--- config.mk ---
export PLATFORM = sky130hd
export DESIGN_NAME = piece_mover
export DESIGN_NICKNAME = d
export VERILOG_FILES = /design/src/rtl/tetris_pkg.sv /design/src/rtl/frame_tick_gen.sv /design/src/rtl/piece_mover.sv
export SDC_FILE = /design/constraint.sdc
export NUM_CORES = 1
export LEC_CHECK = 0
export BUFFER_PORTS_ARGS = -buffer_cell sky130_fd_sc_hd__buf_4
export CELL_PAD_IN_SITES_DETAIL_PLACEMENT = 0
export CELL_PAD_IN_SITES_GLOBAL_PLACEMENT = 2
export CORE_UTILIZATION = 38
export DETAILED_ROUTE_END_ITERATION = 10
export PLACE_DENSITY_LB_ADDON = 0.3
export RECOVER_POWER = 50
export SYNTH_ARGS = -nofsm -noshare
export SYNTH_HDL_FRONTEND = slang
export SYNTH_SLANG_ARGS = --single-unit
--- constraint.sdc ---
create_clock -name Clk -period 7.03 [get_ports Clk]
set_input_delay 0.3515 -clock Clk [delete_from_list [all_inputs] [get_ports Clk]]
set_output_delay 0.3515 -clock Clk [all_outputs]
set_load 0.005 [all_outputs]
--- src/rtl/tetris_pkg.sv ---
// tetris_pkg: shared definitions for the Tetris play-field blocks.
//   KEY_*         : keyboard scan codes the movers react to (KEY_NONE = no key)
//   mover_state_t : piece_mover state encoding (DROP is only reachable when
//                   the design is built with HARD_DROP_EN defined)
package tetris_pkg;

    localparam logic [7:0] KEY_NONE = 8'h00;
    localparam logic [7:0] KEY_A    = 8'h04;
    localparam logic [7:0] KEY_D    = 8'h07;
    localparam logic [7:0] KEY_S    = 8'h16;
    localparam logic [7:0] KEY_W    = 8'h1A;

    typedef enum logic [2:0] {
        IDLE,
        FALLING,
        HGRAV,
        LOCK,
        DROP
    } mover_state_t;

endpackage

--- src/rtl/frame_tick_gen.sv ---
// frame_tick_gen: turns the asynchronous ~60 Hz frame strobe into a one-cycle
// tick in the clk domain. Two-flop synchroniser, rising-edge detect, and a
// registered output, so tick is high during the 3rd cycle after the edge.
//   clk       in  system clock
//   rst_n     in  asynchronous active-low reset
//   frame_clk in  asynchronous frame strobe (level)
//   tick      out one-cycle pulse per frame_clk rising edge
module frame_tick_gen (
    input  logic clk,
    input  logic rst_n,
    input  logic frame_clk,
    output logic tick
);

    logic sync1_reg;
    logic sync2_reg;
    logic prev_reg;
    logic tick_reg;

    always_ff @(posedge clk or negedge rst_n) begin
        if (!rst_n) begin
            sync1_reg <= 1'b0;
            sync2_reg <= 1'b0;
            prev_reg  <= 1'b0;
            tick_reg  <= 1'b0;
        end else begin
            sync1_reg <= frame_clk;
            sync2_reg <= sync1_reg;
            prev_reg  <= sync2_reg;
            tick_reg  <= sync2_reg & ~prev_reg;
        end
    end

    assign tick = tick_reg;

endmodule

--- src/rtl/piece_mover.sv ---
// piece_mover: grid-based falling 1-cell piece for the Tetris play field.
// Gravity on frame ticks, A/D moves with auto-repeat, S soft drop, wall and
// stack collision, lock-down pulse, and pixel flags for the colour mapper.
// Optional feature macro: HARD_DROP_EN (W hard-drops the piece via DROP).
//   Clk, Reset_n               clock, asynchronous active-low reset
//   frame_clk                  asynchronous frame strobe
//   keycode                    current key (A/D/S/W, anything else = none)
//   DrawX, DrawY               current pixel
//   spawn                      one-cycle request to place a new piece (IDLE only)
//   occ_left/right/below       board occupancy next to (piece_col, piece_row)
//   piece_col, piece_row       current piece cell
//   active                     piece is falling
//   locked                     one-cycle pulse, position holds the lock cell
//   is_piece, play_area        pixel flags
module piece_mover
    import tetris_pkg::*;
#(
    parameter int GRID_COLS      = 10,
    parameter int GRID_ROWS      = 20,
    parameter int CELL_PX        = 20,
    parameter int PLAY_X0        = 220,
    parameter int PLAY_Y0        = 40,
    parameter int GRAVITY_FRAMES = 16,
    parameter int REPEAT_DELAY   = 10,
    parameter int REPEAT_RATE    = 3
) (
    input  logic       Clk,
    input  logic       Reset_n,
    input  logic       frame_clk,
    input  logic [7:0] keycode,
    input  logic [9:0] DrawX,
    input  logic [9:0] DrawY,
    input  logic       spawn,
    input  logic       occ_left,
    input  logic       occ_right,
    input  logic       occ_below,
    output logic [4:0] piece_col,
    output logic [4:0] piece_row,
    output logic       active,
    output logic       locked,
    output logic       is_piece,
    output logic       play_area
);

    localparam logic [4:0] COL_LAST  = 5'(GRID_COLS - 1);
    localparam logic [4:0] ROW_LAST  = 5'(GRID_ROWS - 1);
    localparam logic [4:0] COL_SPAWN = 5'(GRID_COLS / 2 - 1);

    localparam int GW = $clog2(GRAVITY_FRAMES);
    localparam int RW = $clog2(REPEAT_DELAY + REPEAT_RATE + 1);
    localparam logic [GW-1:0] G_LAST  = GW'(GRAVITY_FRAMES - 1);
    localparam logic [RW-1:0] R_DELAY = RW'(REPEAT_DELAY);
    // Held count that triggers the next repeat; the counter folds back to
    // R_DELAY there, so it never grows past this value.
    localparam logic [RW-1:0] R_WRAP  = RW'(REPEAT_DELAY + REPEAT_RATE);

    localparam logic [9:0] PX_X0   = 10'(PLAY_X0);
    localparam logic [9:0] PX_Y0   = 10'(PLAY_Y0);
    localparam logic [9:0] PX_X1   = 10'(PLAY_X0 + GRID_COLS * CELL_PX - 1);
    localparam logic [9:0] PX_Y1   = 10'(PLAY_Y0 + GRID_ROWS * CELL_PX - 1);
    localparam logic [9:0] PX_CELL = 10'(CELL_PX);
    localparam logic [9:0] PX_SPAN = 10'(CELL_PX - 1);

    mover_state_t  state_reg, state_next;
    logic [4:0]    col_reg, col_next;
    logic [4:0]    row_reg, row_next;
    logic [GW-1:0] gcount_reg, gcount_next;
    logic [RW-1:0] rcount_reg, rcount_next;
    logic [7:0]    key_reg, key_next;   // key seen at the previous tick

    logic          tick;
    logic [7:0]    key_now;
    logic          fresh;
    logic          h_move;
    logic          g_due;
    logic [RW-1:0] r_inc;

    frame_tick_gen u_tick (
        .clk       (Clk),
        .rst_n     (Reset_n),
        .frame_clk (frame_clk),
        .tick      (tick)
    );

    // Unrecognised codes collapse to KEY_NONE so that switching between two
    // meaningless keys never counts as a fresh press.
    always_comb begin
        key_now = KEY_NONE;
        case (keycode)
            KEY_A, KEY_D, KEY_S: key_now = keycode;
`ifdef HARD_DROP_EN
            KEY_W:               key_now = keycode;
`endif
            default:             key_now = KEY_NONE;
        endcase
    end

    always_comb begin
        state_next  = state_reg;
        col_next    = col_reg;
        row_next    = row_reg;
        gcount_next = gcount_reg;
        rcount_next = rcount_reg;
        key_next    = key_reg;
        fresh       = 1'b0;
        h_move      = 1'b0;
        g_due       = 1'b0;
        r_inc       = rcount_reg + 1'b1;

        case (state_reg)
            IDLE: begin
                if (spawn) begin
                    state_next  = FALLING;
                    col_next    = COL_SPAWN;
                    row_next    = 5'd0;
                    gcount_next = '0;
                    rcount_next = '0;
                    key_next    = KEY_NONE;
                end
            end

            FALLING: begin
                if (tick) begin
                    // Horizontal phase; gravity follows in HGRAV so occ_below
                    // is looked up at the updated column.
                    fresh       = (key_now != key_reg);
                    h_move      = fresh || (r_inc == R_DELAY) || (r_inc == R_WRAP);
                    rcount_next = fresh ? RW'(1) : ((r_inc == R_WRAP) ? R_DELAY : r_inc);
                    key_next    = key_now;
                    state_next  = HGRAV;
                    if (h_move && key_now == KEY_A && col_reg != 5'd0 && !occ_left)
                        col_next = col_reg - 5'd1;
                    if (h_move && key_now == KEY_D && col_reg != COL_LAST && !occ_right)
                        col_next = col_reg + 5'd1;
`ifdef HARD_DROP_EN
                    if (fresh && key_now == KEY_W)
                        state_next = DROP;
`endif
                end
            end

            HGRAV: begin
                g_due       = (key_reg == KEY_S) || (gcount_reg == G_LAST);
                gcount_next = g_due ? '0 : gcount_reg + 1'b1;
                state_next  = FALLING;
                if (g_due) begin
                    if (row_reg == ROW_LAST || occ_below)
                        state_next = LOCK;
                    else
                        row_next = row_reg + 5'd1;
                end
            end

            LOCK: begin
                state_next = IDLE;
            end

`ifdef HARD_DROP_EN
            DROP: begin
                // One row per clock; frame ticks are ignored until lock.
                if (row_reg != ROW_LAST && !occ_below)
                    row_next = row_reg + 5'd1;
                else
                    state_next = LOCK;
            end
`endif

            default: begin
                state_next = IDLE;
            end
        endcase
    end

    always_ff @(posedge Clk or negedge Reset_n) begin
        if (!Reset_n) begin
            state_reg  <= IDLE;
            col_reg    <= 5'd0;
            row_reg    <= 5'd0;
            gcount_reg <= '0;
            rcount_reg <= '0;
            key_reg    <= KEY_NONE;
        end else begin
            state_reg  <= state_next;
            col_reg    <= col_next;
            row_reg    <= row_next;
            gcount_reg <= gcount_next;
            rcount_reg <= rcount_next;
            key_reg    <= key_next;
        end
    end

    assign piece_col = col_reg;
    assign piece_row = row_reg;
    assign locked    = (state_reg == LOCK);

    // The piece stays visible while hard-dropping.
    always_comb begin
        active = (state_reg == FALLING) || (state_reg == HGRAV);
`ifdef HARD_DROP_EN
        if (state_reg == DROP)
            active = 1'b1;
`endif
    end

    // Pixel flags: bounds are built by addition only, all in 10-bit unsigned.
    logic [9:0] cell_x0, cell_y0;
    logic       in_cell, in_play;

    assign cell_x0  = PX_X0 + 10'(col_reg) * PX_CELL;
    assign cell_y0  = PX_Y0 + 10'(row_reg) * PX_CELL;
    assign in_cell  = (DrawX >= cell_x0) && (DrawX <= cell_x0 + PX_SPAN) &&
                      (DrawY >= cell_y0) && (DrawY <= cell_y0 + PX_SPAN);
    assign in_play  = (DrawX >= PX_X0) && (DrawX <= PX_X1) &&
                      (DrawY >= PX_Y0) && (DrawY <= PX_Y1);
    assign is_piece  = active && in_cell;
    assign play_area = in_play && !is_piece;

endmodule

==> impl_metrics.yaml, run 1 <==
run_status:
  outcome: "complete, but fails checks"
  violations: "capacitance limit, slew limit"
layout:
  finalInstanceArea_um2: 3991
  fin_util_pct: 45.99
  area_growth_pct: 17.67
  n_antenna_cell: 0
  regArea_um2: 800.8
  nNetsFinal: 538
  nFillCells: 877
  largest_reg_flops: 8
  stdcell_count: 548
  layout-drive-gt1-share_pct: 13.86
  multiInputGateArea_um2: 2452
setup_path:
  reg2reg_depth: 11
  cp_max_fo: 13
  crit_path_start_kind: "register"
  critPathBufInv: 1
  cp-startpoint: "piece_col[4]$_DFFE_PN0P_"
  critPathMaxStageDelay_ns: 0.61
  cp.depth: 15
  cp_top_family: "adder cells"
  crit-reg2reg-launch: "key_reg[3]$_DFFE_PN0P_"
  crit_chain: "ha_1 -> fa_1 -> a21oi_1 -> mux2i_1 -> a22oi_1 -> xnor2_1 -> nor3_1 -> xor2_1 -> ha_1 -> nand4_1 -> or3_1 -> a211o_1 -> a211oi_1 -> nor3_1 -> buf_4"
  crit_path_end_kind: "output pin"
  cp.required_ns: 6.68
  cp_slowest_cell: "dfrtp_1"
  cp.arrival_ns: 4.52
  crit_type: "reg2out"
clocking:
  clk_pin_slew_ns: 0.07
  postCtsSetupBuffers: 0
  clock_latency_ns: 0.29
  cts_sinks: 32
  cts_resized: 0
  cts-root-buf: "clkbuf_8"
  clk_path_buf_depth: 2
  cts_tree: "yes"
  htreeDepth: 2
  cts_hold_buf: 0
  cts_buffers: 5
yosys:
  synth_cells: 389
  synth_area_um2: 3392
  synthFlopType: "dfrtp_1"
  synth_cell_type_count: 55
  synth.avg_cell_area_um2: 8.720
  ys_warn_count: 0
  ys_seq_elements: 32
  async_flop_share_pct: 100.0
  synth_nets: 488
  synth-edff-count: 0
  synth-seq-area-share_pct: 23.61
timing:
  tightestPinTransition_ns: 1.815
  period_minus_slack_ns: 4.870
  clock-skew-final_ns: 0.006897
  relSlewSlack_pct: -20.98
  finalCritPeriodShare_pct: 69.27
  final.setup.tns_ns: 0
  hold_viol: 0
  hold_slack_ns: 0.1938
  slew_violations: 33
  rsz0062_at_grt: "no"
  setup_viol: 0
  fmax_ghz: 0.2054
  finalWorstSetupSlack_ns: 2.160
routing:
  wl_um: 7677
  dr.pass1.iters: 4
  routed_via_density: 5.370
  drc: 0
  vias: 2943
  wl_per_cell_um: 14.01
  drt-initial-drc-count: 82
  postRouteAntennaNets: 0
global_routing:
  overflow: 0
  grt_max_degree: 33
  grt_pass1_vias: 2841
  grt_pass1_wl_um: 12970
  antenna_found_initial: 0
  grt_use_total_pct: 17.72
hold_path:
  hp-start: "frame_clk"
  worstHoldPathType: "in2reg"
  worstHoldPathCells: 1
place:
  place.detailed.hpwl_um: 6166
  io_buffer_count: 48
  pre_cts_ws_ns: 2.437
  dpl.cell_count: 540
  placed_cell_area_um2: 3872
  gp_congestion: 0.8092
run:
  maxCapViolCount: 1
pwr:
  power.density_nw_per_um2: 255.2
  leakagePower_nw: 1.931
  power_mw: 1.019
  vdd_drop_max_mv: 0.1233
floorplan:
  initial_core_util_pct: 39.09
  rows: 34
  pin_count: 49
  die_x_um: 96.48
  die_y_um: 96.48
  core_um2: 8678
  dieArea_um2: 9308
==> area by class of cell <==
class / count / area share (%)
multi-input combinational: 320 / 61.44
tap: 108 / 3.386
inverter: 31 / 2.915
timing repair buffer: 49 / 9.028
clock buffer: 7 / 2.414
clock inverter: 1 / 0.7524
sequential: 32 / 20.06
==> cells by family (layout without fill, tap and decap cells) <==
family	count (synthesis)	after routing	share of synthesized area, %
simple gates	118	118	18.00
xor+xnor	25	25	6.455
flops	32	32	23.61
buf+inv	37	88	4.094
mux	6	6	1.807
compound gates	107	107	21.76
fa+ha+maj	64	64	24.27
==> metal layers <==
metal	vias up	wire length [um]	track usage [%]
li1	1528	-	-
met5	-	0	0
met2	54	3502	29.05
met4	0	61	3.309
met3	6	266	2.582
met1	1355	3848	24.84
==> path summary, 6_finish.rpt <==
kind	end	slack, ns
max reg2reg	piece_col[4]$_DFFE_PN0P_	3.91
max in group asynchronous	gcount_reg[0]$_DFFE_PN0P_	5.44
min	u_tick.sync1_reg$_DFF_PN0_	0.19
min reg2reg	u_tick.sync2_reg$_DFF_PN0_	0.35
min in group asynchronous	key_reg[0]$_DFFE_PN0P_	0.55
max	play_area	2.16
==> report_power, final <==
group,leakage [nW],internal (mW),switching (mW)
clock network,0.0645,0.125,0.0723
logic,1.44,0.252,0.318
registers,0.427,0.210,0.0404
total,1.93,0.587,0.431
==> Yosys cell counts, drive strengths merged (2+ instances only) <==
master   count  area (um^2)
nand3b       2        15.01
o2111ai      2        17.52
a22o         5        43.79
o31ai        2        15.01
nor4b        2        17.52
o22ai        3        18.77
o211ai       4        30.03
and3         2        12.51
and4         2        17.52
nor2        21        78.83
a21oi       18        90.09
a31oi        3        18.77
a2111oi      3        45.05
xnor2       13        113.9
nor3         9        45.04
nand3       11        55.05
o221ai       2        17.52
clkbuf       6        22.52
fa           3        60.06
a21o        13        97.59
o21a         5        37.54
o32ai        3        26.28
nand4b       2        17.52
mux2i        5        50.05
dfrtp       32        800.8
o21ai       28        143.9
ha          61        763.2
a22oi        2        15.01
o31a         2        17.52
nand2b       6        37.54
or4          2        15.01
or3          2        12.51
and2         8        50.05
xor2        12        105.1
a211oi       3        22.52
nand2       33        123.9
nor3b        4        30.03
nor2b        4        25.02
nand4        6        37.54
inv         31        116.4
==> layout by cell type (no fill, tap or decap), types with 11 or more instances in the layout <==
| cell | n |
|---|---|
| nand2_1 | 33 |
| ha_1 | 61 |
| nor2_1 | 21 |
| a21oi_1 | 18 |
| inv_1 | 31 |
| buf_4 | 44 |
| xor2_1 | 12 |
| a21o_1 | 13 |
| xnor2_1 | 13 |
| dfrtp_1 | 32 |
| nand3_1 | 11 |
| o21ai_0 | 26 |
==> worst reg2reg max path, delay by kind of cell, from the launching register on <==
kind                     cells  cell delay (ns)
AO/OA/AOI/OAI                6             1.19
AND/OR/NAND/NOR              3             1.02
flip-flops                   1             0.38
adder cells (fa/ha/maj)      1             0.30
XOR/XNOR                     1             0.12
No activity file was read; power rests on OpenSTA's default activity.
==> run 2, diff against run 1 <==
--- a/config.mk
+++ b/config.mk
@@ -8,7 +8,7 @@
 export BUFFER_PORTS_ARGS = -buffer_cell sky130_fd_sc_hd__buf_4
 export CELL_PAD_IN_SITES_DETAIL_PLACEMENT = 0
 export CELL_PAD_IN_SITES_GLOBAL_PLACEMENT = 2
-export CORE_UTILIZATION = 38
+export CORE_UTILIZATION = 35
 export DETAILED_ROUTE_END_ITERATION = 10
 export PLACE_DENSITY_LB_ADDON = 0.3
 export RECOVER_POWER = 50
==> constraint.sdc (replaced) <==
create_clock -name Clk -period 4.7 [get_ports Clk]
set_input_delay 0.235 -clock Clk [delete_from_list [all_inputs] [get_ports Clk]]
set_output_delay 0.235 -clock Clk [all_outputs]
set_load 0.005 [all_outputs]
==> run 2 against run 1 <==
  * The run still ends with capacitance limit, slew limit left
  * Count of clock-buffer cells in the layout is 2 lower
  * Sequential power is 45% higher
  * Critical path depth is 1 higher
  * Largest cell class unchanged
  * Combinational power is 69% higher
  * Worst hold slack worse by 0.11 ns
  * Cell area is 5.6% higher
==> impl_metrics.yaml, run 2 (synthesis results as in run 1) <==
routing:
  drc: 0
  drt-initial-drc-count: 101
  dr.pass1.iters: 4
  postRouteAntennaNets: 0
  wl_um: 7802
  vias: 2998
  routed_via_density: 5.160
  wl_per_cell_um: 13.43
place:
  gp_congestion: 0.7931
  io_buffer_count: 48
  place.detailed.hpwl_um: 6246
  placed_cell_area_um2: 3929
floorplan:
  die_y_um: 100.4
  dieArea_um2: 10090
  rows: 35
  pin_count: 49
  die_x_um: 100.4
  core_um2: 9328
  initial_core_util_pct: 36.36
setup_path:
  crit_path_end_kind: "output pin"
  crit_type: "reg2out"
  crit_path_start_kind: "register"
  cp_max_fo: 5
  cp.required_ns: 4.47
  cp.arrival_ns: 4.23
pwr:
  power.density_nw_per_um2: 376.9
  leakagePower_nw: 1.997
  vdd_drop_max_mv: 0.2068
timing:
  tightestPinTransition_ns: 1.787
  final.setup.tns_ns: 0
  hold_slack_ns: 0.08507
  relSlewSlack_pct: -19.12
  setup_viol: 0
  period_minus_slack_ns: 4.469
  fmax_ghz: 0.2238
  clock-skew-final_ns: 0.01139
  finalCritPeriodShare_pct: 95.07
  hold_viol: 0
  slew_violations: 33
layout:
  regArea_um2: 804.5
  multiInputGateArea_um2: 2564
  n_antenna_cell: 0
  largest_reg_flops: 8
  nNetsFinal: 550
  nFillCells: 937
  layout-drive-gt1-share_pct: 20.80
  finalInstanceArea_um2: 4214
  mostFrequentLayoutCells: "ha_1, buf_4, nand2_1"
  area_growth_pct: 24.23
  final_common_cell: "ha_1"
clocking:
  htreeDepth: 2
  cts_tree: "yes"
  cts_buffers: 5
  clk_path_buf_depth: 2
  clock_latency_ns: 0.28
  clk_pin_slew_ns: 0.07
  cts_sinks: 32
  cts-root-buf: "clkbuf_8"
run_status:
  violations: "capacitance limit, slew limit"
  outcome: "complete, but fails checks"
global_routing:
  grt_use_total_pct: 15.79
  grt_pass1_vias: 2839
  overflow: 0
  antenna_found_initial: 0
  grt_pass1_wl_um: 13100
  grt_max_degree: 33
hold_path:
  worstHoldPathType: "in2reg"
run:
  maxCapViolCount: 1
run 2: cell type report:
type / instances / area share (%)
tap: 129 / 3.830
clock inverter: 3 / 1.010
inverter: 31 / 2.761
clock buffer: 5 / 1.633
timing repair buffer: 61 / 10.84
sequential: 32 / 19.09
multi-input combinational: 320 / 60.84
run 2: routing by layer:
layer  wire, um  part of all wire, %  up-vias  GRT usage (%)
li1           -                    -     1544              -
met1       3970                   51     1405          22.32
met2       3586                   46       47          26.03
met3        205                  2.6        2          1.880
met4         39                 0.50        0          3.010
met5          0                    0        -              0
run 2: worst paths after layout:
path | start | endpoint | slack [ns] | depth (start not counted)
min reg2reg | u_tick.sync1_reg$_DFF_PN0_ | u_tick.sync2_reg$_DFF_PN0_ | 0.35 | 0
max in group asynchronous | Reset_n | piece_row[1]$_DFFE_PN0P_ | 2.57 | 2
min | frame_clk | u_tick.sync1_reg$_DFF_PN0_ | 0.09 | 1
min in group asynchronous | Reset_n | rcount_reg[0]$_DFFE_PN0P_ | 0.96 | 2
max | piece_col[1]$_DFFE_PN0P_ | play_area | 0.23 | 16
max reg2reg | piece_col[1]$_DFFE_PN0P_ | piece_col[4]$_DFFE_PN0P_ | 1.63 | 14
run 2: worst max-delay path, stage by stage (launching register included):
cell,delay (ns)
dfrtp_2,0.46
ha_4,0.25
ha_2,0.20
fa_2,0.65
a21oi_2,0.07
a31o_2,0.24
a22oi_2,0.19
xnor2_2,0.10
buf_4,0.15
xor2_1,0.15
ha_1,0.30
nand4_1,0.10
or3_1,0.37
a211o_1,0.27
a211oi_2,0.24
nor3_1,0.07
buf_4,0.14
run 2: metrics by stage:
step / std cells / util [%] / power, mW / setup slack (ns)
global placement: 565 / 42.12 / 1.257 / 0.3489
CTS: 575 / 43.72 / 1.542 / 0.05961
finish: 581 / 45.18 / 1.588 / 0.2315
floorplan: 389 / - / 0.9801 / 0.5925
detailed placement: 565 / 42.12 / 1.253 / 0.1786
global route: 581 / 45.18 / 1.759 / -0.01583
run 2: repair_timing:
action | in CTS | in global routing
endpoints found under the hold margin | 32 | 0
buffers inserted | 1 | 6
hold buffers | 1 | 0
cloned | 0 | 0
endpoints found under the setup margin | 2 | 2
pin swaps | 1 | 12
gates resized for setup | 4 | 20
run 2: power by group:
group          internal (mW)  total (mW)  switching [mW]
sequential             0.315       0.364          0.0490
combinational          0.425       0.963           0.538
clock                  0.157       0.261           0.104
total                  0.897        1.59           0.691
